<file path="src/rtl/video_capture_writer.sv">
// Captures a windowed pixel stream into a ring of line buffers in dual-port RAM.
// Fires starttrigger once enough lines are buffered for the read side to start.
module video_capture_writer #(
    parameter int COLOR_BITS   = 8,
    parameter int COUNTER_BITS = 12,
    parameter int LINE_LENGTH  = 640,
    parameter int BUFFER_LINES = 16,
    parameter int ADDR_BITS    = 14,
    parameter int TRIGGER_ADDR = 5120,
    parameter int FIELD1_END   = 240,
    parameter int FIELD2_START = 262,
    parameter int DEF_H_START  = 0,
    parameter int DEF_H_END    = 640,
    parameter int DEF_V_START  = 0,
    parameter int DEF_V_END    = 480
) (
    input  logic                      clock,
    input  logic                      reset,
    input  logic [COLOR_BITS-1:0]     R,
    input  logic [COLOR_BITS-1:0]     G,
    input  logic [COLOR_BITS-1:0]     B,
    input  logic [COUNTER_BITS-1:0]   counterX,
    input  logic [COUNTER_BITS-1:0]   counterY,
    input  logic                      line_doubler,
    input  logic [COUNTER_BITS-1:0]   cfg_h_start,
    input  logic [COUNTER_BITS-1:0]   cfg_h_end,
    input  logic [COUNTER_BITS-1:0]   cfg_v_start,
    input  logic [COUNTER_BITS-1:0]   cfg_v_end,
    output logic [3*COLOR_BITS-1:0]   wrdata,
    output logic [ADDR_BITS-1:0]      wraddr,
    output logic                      wren,
    output logic                      wrclock,
    output logic                      starttrigger,
    output logic                      line_done,
    output logic [COUNTER_BITS-1:0]   line_index
);

    localparam int RAM_NUMWORDS = LINE_LENGTH * BUFFER_LINES;

    localparam logic [COUNTER_BITS-1:0] F1_END   = COUNTER_BITS'(FIELD1_END);
    localparam logic [COUNTER_BITS-1:0] F2_START = COUNTER_BITS'(FIELD2_START);
    localparam logic [COUNTER_BITS-1:0] D_HS     = COUNTER_BITS'(DEF_H_START);
    localparam logic [COUNTER_BITS-1:0] D_HE     = COUNTER_BITS'(DEF_H_END);
    localparam logic [COUNTER_BITS-1:0] D_VS     = COUNTER_BITS'(DEF_V_START);
    localparam logic [COUNTER_BITS-1:0] D_VE     = COUNTER_BITS'(DEF_V_END);
    localparam logic [COUNTER_BITS-1:0] CNT_MAX  = '1;
    localparam logic [COUNTER_BITS-1:0] CNT_ONE  = COUNTER_BITS'(1);
    localparam logic [ADDR_BITS-1:0]    TRIG     = ADDR_BITS'(TRIGGER_ADDR);
    localparam logic [ADDR_BITS-1:0]    STEP     = ADDR_BITS'(LINE_LENGTH);

    logic [COUNTER_BITS-1:0] hs_q, he_q, vs_q, ve_q;
    logic [COUNTER_BITS-1:0] hs, he, vs, ve;
    logic [COUNTER_BITS-1:0] lines_q;
    logic [COUNTER_BITS-1:0] x_off;
    logic [ADDR_BITS-1:0]    base_q;
    logic [ADDR_BITS-1:0]    base_next;
    logic [ADDR_BITS-1:0]    addr_c;
    logic                    origin;
    logic                    degen;
    logic                    v_cap;
    logic                    h_cap;
    logic                    capture;
    logic                    line_end;
    logic                    trig_hit;

    assign wrclock = clock;

    // The frame origin pixel already belongs to the new frame, so it sees the
    // window being latched on that same cycle.
    always_comb begin
        origin = (counterX == '0) && (counterY == '0);
        hs = origin ? cfg_h_start : hs_q;
        he = origin ? cfg_h_end   : he_q;
        vs = origin ? cfg_v_start : vs_q;
        ve = origin ? cfg_v_end   : ve_q;

        degen = (he <= hs) || (ve <= vs);

        if (line_doubler) begin
            v_cap = (counterY < F1_END) ||
                    ((counterY > F2_START) && (counterY < ve));
        end else begin
            v_cap = (counterY >= vs) && (counterY < ve);
        end

        x_off = counterX - hs;
        h_cap = (counterX >= hs) && (counterX < he) &&
                (32'(x_off) < 32'(LINE_LENGTH));

        capture  = v_cap && h_cap && !degen;
        line_end = (counterX == he);
        addr_c   = base_q + ADDR_BITS'(x_off);
        trig_hit = (addr_c == TRIG) &&
                   (32'(lines_q) < 32'(BUFFER_LINES));

        if (32'(base_q) + 32'(LINE_LENGTH) >= 32'(RAM_NUMWORDS)) begin
            base_next = '0;
        end else begin
            base_next = base_q + STEP;
        end
    end

    always_ff @(posedge clock or posedge reset) begin
        if (reset) begin
            hs_q         <= D_HS;
            he_q         <= D_HE;
            vs_q         <= D_VS;
            ve_q         <= D_VE;
            base_q       <= '0;
            lines_q      <= '0;
            wren         <= 1'b0;
            wraddr       <= '0;
            wrdata       <= '0;
            starttrigger <= 1'b0;
            line_done    <= 1'b0;
            line_index   <= '0;
        end else begin
            if (origin) begin
                hs_q <= cfg_h_start;
                he_q <= cfg_h_end;
                vs_q <= cfg_v_start;
                ve_q <= cfg_v_end;
            end

            wren         <= capture;
            starttrigger <= capture && trig_hit;
            line_done    <= 1'b0;

            if (capture) begin
                wraddr <= addr_c;
                wrdata <= {R, G, B};
            end

            if (line_end) begin
                if (v_cap && !degen) begin
                    base_q     <= base_next;
                    lines_q    <= (lines_q == CNT_MAX) ? CNT_MAX : lines_q + CNT_ONE;
                    line_done  <= 1'b1;
                    line_index <= lines_q;
                end else begin
                    base_q  <= '0;
                    lines_q <= '0;
                end
            end
        end
    end

endmodule

</file>
<file path="config.mk">
export PLATFORM = sky130hd
export DESIGN_NAME = video_capture_writer
export DESIGN_NICKNAME = d
export VERILOG_FILES = /design/src/rtl/video_capture_writer.sv
export SDC_FILE = /design/constraint.sdc
export NUM_CORES = 1
export LEC_CHECK = 0
export ABC_CLOCK_PERIOD_IN_PS = 9050
export CAP_MARGIN = 25
export CORE_MARGIN = 2
export CORE_UTILIZATION = 55
export DETAILED_ROUTE_END_ITERATION = 7
export PLACE_DENSITY = 0.84
export SLEW_MARGIN = 20
export SYNTH_ARGS = -nofsm -noshare
export SYNTH_HDL_FRONTEND = slang
export SYNTH_SLANG_ARGS = --single-unit
</file>
<file path="constraint.sdc">
create_clock -name clock -period 9.05 [get_ports clock]
set_input_delay 1.3575 -clock clock [delete_from_list [all_inputs] [get_ports clock]]
set_output_delay 1.3575 -clock clock [all_outputs]
set_load 0.01 [all_outputs]
</file>
# After elaboration in Yosys (flattened, before gate mapping)

Cells that the tools add are included.

Muxes and demuxes: 11
Order comparisons: 11
Add/sub/neg operators: 5
Reductions and logical operators: 16
Equal/unequal tests: 3

Operators by type and width:

| cell                   | number |
|---|---|
| $mux 12                | 6 |
| $mux 14                | 2 |
| $ge 12x12->1           | 2 |
| $le 12x12->1           | 2 |
| $logic_not 12->1       | 2 |
| $lt 12x12->1           | 2 |
| $add 14x10->15 const B | 1 |
| $ge 15x14->1 const B   | 1 |
| $add 14x10->14 const B | 1 |
| $add 14x12->14         | 1 |
| $eq 14x13->1 const B   | 1 |
| $add 12x1->12 const B  | 1 |
| $eq 12x12->1           | 1 |
| $eq 12x12->1 const B   | 1 |
| $gt 12x9->1 const B    | 1 |
| $lt 12x10->1 const B   | 1 |
| $lt 12x5->1 const B    | 1 |
| $lt 12x8->1 const B    | 1 |
| $sub 12x12->12         | 1 |
| $logic_and 1x1->1      | 10 |
| $mux 1                 | 3 |
| $logic_or 1x1->1       | 2 |
| $reduce_and 2->1       | 1 |
| $logic_not 1->1        | 1 |

Output and inout bits: 54
Word-level logic and storage cells: 58
Register bits after elaboration: 127
Input bits: 99

# Depth between registers and ports, before layout

Gate-level depths: netlist (run 1).

Word-level depth: 10
Mapped depth: 28
Depth with buffers taken out: 24

==> qor.txt, run 1 <==
largest family of logic cells by synthesized area: compound AO/OA/AOI/OAI gates
total number of vias: 6432
syn nets: 925
Die Area: 0.01488 mm²
Peak VDD IR: 0.1768 mV
total grt overflow: 0
crit path buf inv count: 3
Max-slew headroom: 37.09%
initial antenna violation count: 0
I/O pin total: 153
Starting Density: 55.79%
critical path's slowest cell: or4_1
port bufs: 152
complex-gate fraction of the synthesized area: 14.22%
share of cells above drive strength 1: 8.126%
number of diodes: 0
num rows: 43
Clock Latency Late Sink: 0.54 ns
HPWL after DPL: 14.59 mm
Worst Hold Class: reg2reg
Core ar.: 0.01372 mm²
multi-input logic area: 0.004275 mm²
YS warnings: 0
status: finished clean
area share of xor/xnor cells in the synthesized design: 3.090%
WL/cell: 17.71 µm
post-synth top area cell: dfrtp_1
sequential cell area: 0.003010 mm²
die width: 122.0 µm
final setup vio count: 0
CTS tree: built
mux contribution to synthesized area: 12.98%
drt drc: 0
met2 usage: 42.00%
Least-Margin Pin Slew: 0.9358 ns
GRT met1 Usage: 37.86%
simple-gate share of the synthesized area: 12.83%
pin count of the biggest net entering global routing: 66
syn avg cell area: 10.14 µm²
CTS clk-pin slew, worst paths: 0.06 ns
Lkg Pwr: 5.093 nW
Fin Setup TNS: 0 ns
Synth Area in Adders: 12.54%
GRT met3 Usage: 6.414%
Worst Path Arrival: 7.96 ns
Min Clock Period, post-route: 7.551 ns
CP max stage delay: 0.67 ns
sequential area share after synthesis: 39.33%
CP delay by family, top: simple AND/OR/NAND/NOR gates
RD Place Congestion: 0.9355
DRT Pass-1 Iters: 5
worst-path fanout max: 40
first-pass GRT wire length: 31.53 mm
part of the cycle the worst path needs: 83.43%
CP Cell Sequence: clkdlybuf4s50_1, nor4_1, and4_1, nand2_2, buf_4, mux2i_1, ha_1, a21o_1, a21o_1, a221oi_1, o21ai_0, nor3b_1, o41ai_1, a311o_1, or4_1, nor4_4, buf_4, mux2_1
Die Y: 122.0 µm
WL final: 19.53 mm
GR peak layer: met2
Hold Violations, Final: 0
top_reg_cell synth: dfrtp_1
post_cts resized: 0
FMAX: 132.4 MHz
top cells by area, synth: dfrtp_1 37%, ha_1 12%, mux2i_1 5.6%
post-synth cell types: 73
async set or reset register ratio after synthesis: 100.0%
Util after Layout: 72.53%
CP endpoint kind: register
fillcell total: 998
Placed Cells: 1068
Final nets: 1080
postcts setup bufs: 0
CP Launch Type: input port
Cell Pwr Density: 138.4 mW/mm²
DR vias/cell: 5.831
final-report max-slew violation count: 0
FF+latch count, synth: 120
area delta synth->final: 30.01%
Setup Skew: 0.01001 ns
max cap viols: 0
vias in the first global route: 6303
antenna-violating nets left: 0
EDFF count, synth: 0
gr usage total: 27.26%
top-area cell type share of the netlist area: 37.27%
RSZ-0062 raised after global routing: no
critical path class: in2reg
Worst EP required: 9.46 ns
hold buffer count at cts: 0
synthesized area: 0.007654 mm²
DR iter-0 viols: 580
Non-Filler Instances: 1103
Mapped Cells: 755
sequential cells by signal, indices dropped and copies added (netlist names):
name          flops
line_done         1
base_q            7
wrdata           24
line_index       12
lines_q          12
ve_q             12
wraddr           14
hs_q             12
vs_q             12
wren              1
he_q             12
starttrigger      1
path summary, 6_finish.rpt:
kind / startpoint / endpoint / slack, ns / cells after the start
max: counterX[5] / wraddr[2] / 1.50 / 18
min: wrdata[4] / wrdata[4] / 0.48 / 1
max reg2reg: hs_q[1] / starttrigger / 3.92 / 18
min reg2reg: wrdata[4] / wrdata[4] / 0.48 / 1
max in group asynchronous: reset / ve_q[9] / 6.50 / 3
min in group asynchronous: reset / wrdata[13] / 1.32 / 2
logic make-up (layout without fill, tap and decap cells):
logic type                 Yosys count  in the layout
xor gates and xnor gates            27             27
AOI/OAI and AO/OA                  161            161
buffers and inverters               90            258
other                                1              1
adders and majority gates           78             78
muxes                               93             93
and+or+nand+nor                    185            185
DFF                                120            120
Yosys cell counts, types with 10 or more instances:
cell,instances
mux2_2,13
nand2_1,40
dfrtp_1,114
mux2i_1,43
ha_1,71
nand3_1,20
o21ai_0,29
nand4_1,13
a21o_1,17
mux2_1,37
a21oi_1,49
nor3_1,10
nor2b_1,11
inv_1,67
nor2_1,37
xnor2_1,18
and3_1,10
power by group:
part           internal (mW)  total [mW]  leakage, nW  switching [mW]
clock network          0.437       0.707        0.306           0.270
logic                 0.0675       0.133         3.15          0.0656
registers              0.537       0.537         1.64      0.00000889
worst reg2reg max path, delay by kind of cell (launching register included):
family | cells | cell delay (ns)
AO/OA/AOI/OAI | 7 | 2.11
AND/OR/NAND/NOR | 7 | 1.58
adder cells (fa/ha/maj) | 2 | 0.60
flip-flops | 1 | 0.48
XOR/XNOR | 1 | 0.22
buffers and inverters | 1 | 0.11
cell usage in the layout (no fill, tap or decap), types with 7 or more instances in the layout:
master           synthesis  routed
a21oi_1                 49      49
nand4_1                 13      13
dfrtp_1                114     114
clkbuf_16                0      20
nand3_1                 20      20
a21o_1                  17      17
mux2_2                  13      13
o21ai_0                 29      29
mux2i_1                 43      43
mux2_1                  37      37
inv_1                   67      66
and3_1                  10      10
nor3_1                  10      10
nand2_1                 40      39
clkdlybuf4s50_1          0     152
nor2b_1                 11      11
xnor2_1                 18      18
or4_1                    7       7
nor2_1                  37      36
xor2_1                   9       9
and2_1                   7       7
ha_1                    71      71
final cells by class:
class	count	area share [%]
Sequential cell	120	30.25
Clock inverter	12	0.9305
Tap cell	180	2.263
Timing Repair Buffer	155	15.49
Inverter	67	2.553
Multi-Input combinational cell	545	42.96
Clock buffer	24	5.545
per-layer routing:
metal	wire, µm	vias to the layer above	part of all wire, %
met5	0	-	0
met4	407	0	2.1
met3	1495	36	7.7
met2	8714	262	45
met1	8915	3066	46
li1	-	3068	-
stage by stage:
stage | cell area (µm²) | hold slack, ns | setup slack [ns] | total power, mW
floorplan | 7654 | 0.4407 | 2.568 | 0.6169
global placement | 9314 | 0.4603 | 1.249 | 0.6872
detailed placement | 9314 | 0.4737 | 1.137 | 0.6887
CTS | 9948 | 0.4867 | 1.654 | 1.386
global route | 9951 | 0.4942 | 1.215 | 1.425
finish | 9951 | 0.4811 | 1.499 | 1.377
Power figures use the tool's default switching activity.
==> run 2, diff against run 1 <==
ABC_CLOCK_PERIOD_IN_PS = 7500   (was 9050)
CORE_UTILIZATION = 53   (was 55)
PLACE_DENSITY = 0.82   (was 0.84)
clock period = 7.5 ns   (was 9.05 ns; I/O delays follow)
==> run 2 against run 1 <==
Effect of this change:
- hold slack improved by 0.00068 ns
- register-to-register slack got worse by 1.5 ns
- critical path type unchanged
- largest cell class unchanged
- largest power group unchanged
- critical path depth grew 5
- core utilization is 0.63 points lower
==> qor.txt, run 2 (same netlist as run 1, synthesis figures left out) <==
max cap viols: 0 (unchanged)
max FFs per register: 24 (unchanged)
Hold EP: wrdata[17]
post_cts resized: 0 (unchanged)
DRT Pass-1 Iters: 6 (+1)
die width: 124.2 µm (+1.8%)
hold buffer count at cts: 0 (unchanged)
final setup vio count: 0 (unchanged)
hold path cells: 1 (unchanged)
Clock Latency Late Sink: 0.54 ns (about the same)
gr usage total: 26.79% (-0.47 points)
Placed Cells: 1077 (+0.84%)
antenna-violating nets left: 0 (unchanged)
biggest registers after layout: wrdata x24, wraddr x14
number of diodes: 0 (unchanged)
postcts setup bufs: 0 (unchanged)
share of cells above drive strength 1: 8.485% (+0.36 points)
Min Clock Period, post-route: 6.822 ns
reg2reg setup slack: 2.37 ns (-1.55 ns)
initial antenna violation count: 0 (unchanged)
drt drc: 0 (unchanged)
Worst Path Arrival: 7.30 ns (-0.66 ns)
FMAX: 146.6 MHz
final-report max-slew violation count: 0 (unchanged)
fillcell total: 1041 (+4.3%)
first-pass GRT wire length: 31.41 mm (-0.37%)
register name with the most flops: wrdata
total grt overflow: 0 (unchanged)
R2R Path Start: hs_q[1]
WL final: 19.87 mm (+1.7%)
critical path class: in2reg
Peak VDD IR: 0.1529 mV (-13%)
Die Y: 124.2 µm (+1.8%)
CTS tree: built
Max-slew headroom: 43.46% (+6.4 points)
most frequent cells in the layout: 152 x clkdlybuf4s50_1, 114 x dfrtp_1, 71 x ha_1
area delta synth->final: 31.40%
Worst Hold Class: reg2reg
Non-Filler Instances: 1111 (+0.73%)
Core ar.: 0.01399 mm² (+2.0%)
Final nets: 1089 (+0.83%)
CTS clk-pin slew, worst paths: 0.06 ns (about the same)
pin count of the biggest net entering global routing: 70 (+6.1%)
I/O pin total: 153 (unchanged)
Setup Skew: 0.008280 ns (-0.001727 ns)
vias in the first global route: 6187 (-1.8%)
r2r worst-path depth: 18 (unchanged)
Cell Pwr Density: 172.3 mW/mm² (+25%)
Die Area: 0.01542 mm² (+3.6%)
RSZ-0062 raised after global routing: no
CP Launch Type: input port
RD Place Congestion: 0.9219 (-1.5%)
CP endpoint kind: register
part of the cycle the worst path needs: 90.95%
Fin Setup TNS: 0 ns (unchanged)
Worst EP required: 7.98 ns (-1.48 ns)
HPWL after DPL: 15.19 mm (+4.2%)
Hold Violations, Final: 0 (unchanged)
total number of vias: 6471 (+0.61%)
Starting Density: 54.71% (-1.1 points)
HP Start: wrdata[17]
port bufs: 152 (unchanged)
DR vias/cell: 5.824 (-0.12%)
Reg2Reg Capture Point: starttrigger
commonest non-fill, non-tap cell in the layout: clkdlybuf4s50_1
status: finished clean
WL/cell: 17.89 µm (+1.0%)
Lkg Pwr: 5.153 nW (+1.2%)
num rows: 43 (unchanged)
worst-path fanout max: 8 (-80%)
DR iter-0 viols: 461 (-21%)
Least-Margin Pin Slew: 0.8482 ns (-0.08768 ns)
[run 2: cell types whose count changed in the layout (fill, tap and decap cells not counted), moves of 2 or more]
cell,delta
buf_4,+8
bufinv_16,+3
clkbuf_8,-2
clkbuf_1,+2
clkinv_4,-3
[run 2: worst max-delay path, stage by stage]
cell,delay [ns]
clkdlybuf4s50_1,0.53
nor4_1,0.45
nand4_1,0.37
nor2_2,0.31
nand2_1,0.12
nand2_1,0.13
ha_1,0.19
inv_1,0.05
ha_1,0.19
a2111oi_0,0.55
nor2_1,0.14
a21boi_0,0.66
o21ai_0,0.16
a21oi_1,0.20
xnor2_1,0.21
ha_1,0.33
o21a_1,0.13
nor3_1,0.13
nor2_1,0.07
or4_1,0.48
or4_1,0.39
nor3_1,0.15
and4_1,0.21
[run 2: stage by stage]
stage                     worst slack, ns  hold WS [ns]  instance area (µm²)  power (mW)  utilization [%]
after floorplan                     1.250        0.4407                 7654      0.7444                -
after global placement             0.5279        0.4664                 9388      0.8313            67.11
after detailed placement           0.2973        0.4760                 9388      0.8322            67.11
after CTS                          0.7832        0.4894                10060       1.741            71.90
after global routing              0.02131        0.4996                10060       1.790            71.90
final                              0.6785        0.4818                10060       1.733            71.90
[run 2: per-layer routing]
layer	track usage (%)	up-vias	part of all wire, %
met5	0	-	0
met4	10.74	0	2.5
met3	5.220	46	8.1
met2	41.12	276	44
met1	37.29	3069	45
li1	-	3080	-
[run 2: power breakdown]
part	leakage, nW	switching, mW	internal, mW
Sequential	1.64	0.0000108	0.648
Combinational	3.19	0.0800	0.0823
Clock	0.320	0.317	0.606
[run 2: final cells by class]
type | count | area [µm²] | area share [%]
well taps | 180 | 225.2 | 2.239
clock buffers | 24 | 531.8 | 5.287
clock inverters | 11 | 147.6 | 1.468
flip-flops and latches | 120 | 3010 | 29.93
multi-input cells | 545 | 4267 | 42.42
repair buffers | 164 | 1622 | 16.12
inverters | 67 | 254.0 | 2.526
[run 2: how the worst max path moves through the flow]
stage,startpoint,to,slack [ns],cells after the start
2_1_floorplan,counterX[2],starttrigger,1.25,26
3_3_place_gp,counterX[5],starttrigger,0.53,23
3_5_place_dp,counterY[8],starttrigger,0.30,23
4_1_cts,counterX[5],starttrigger,0.78,23
5_1_grt,counterY[1],starttrigger,0.02,23
6_report,counterY[1],starttrigger,0.68,23
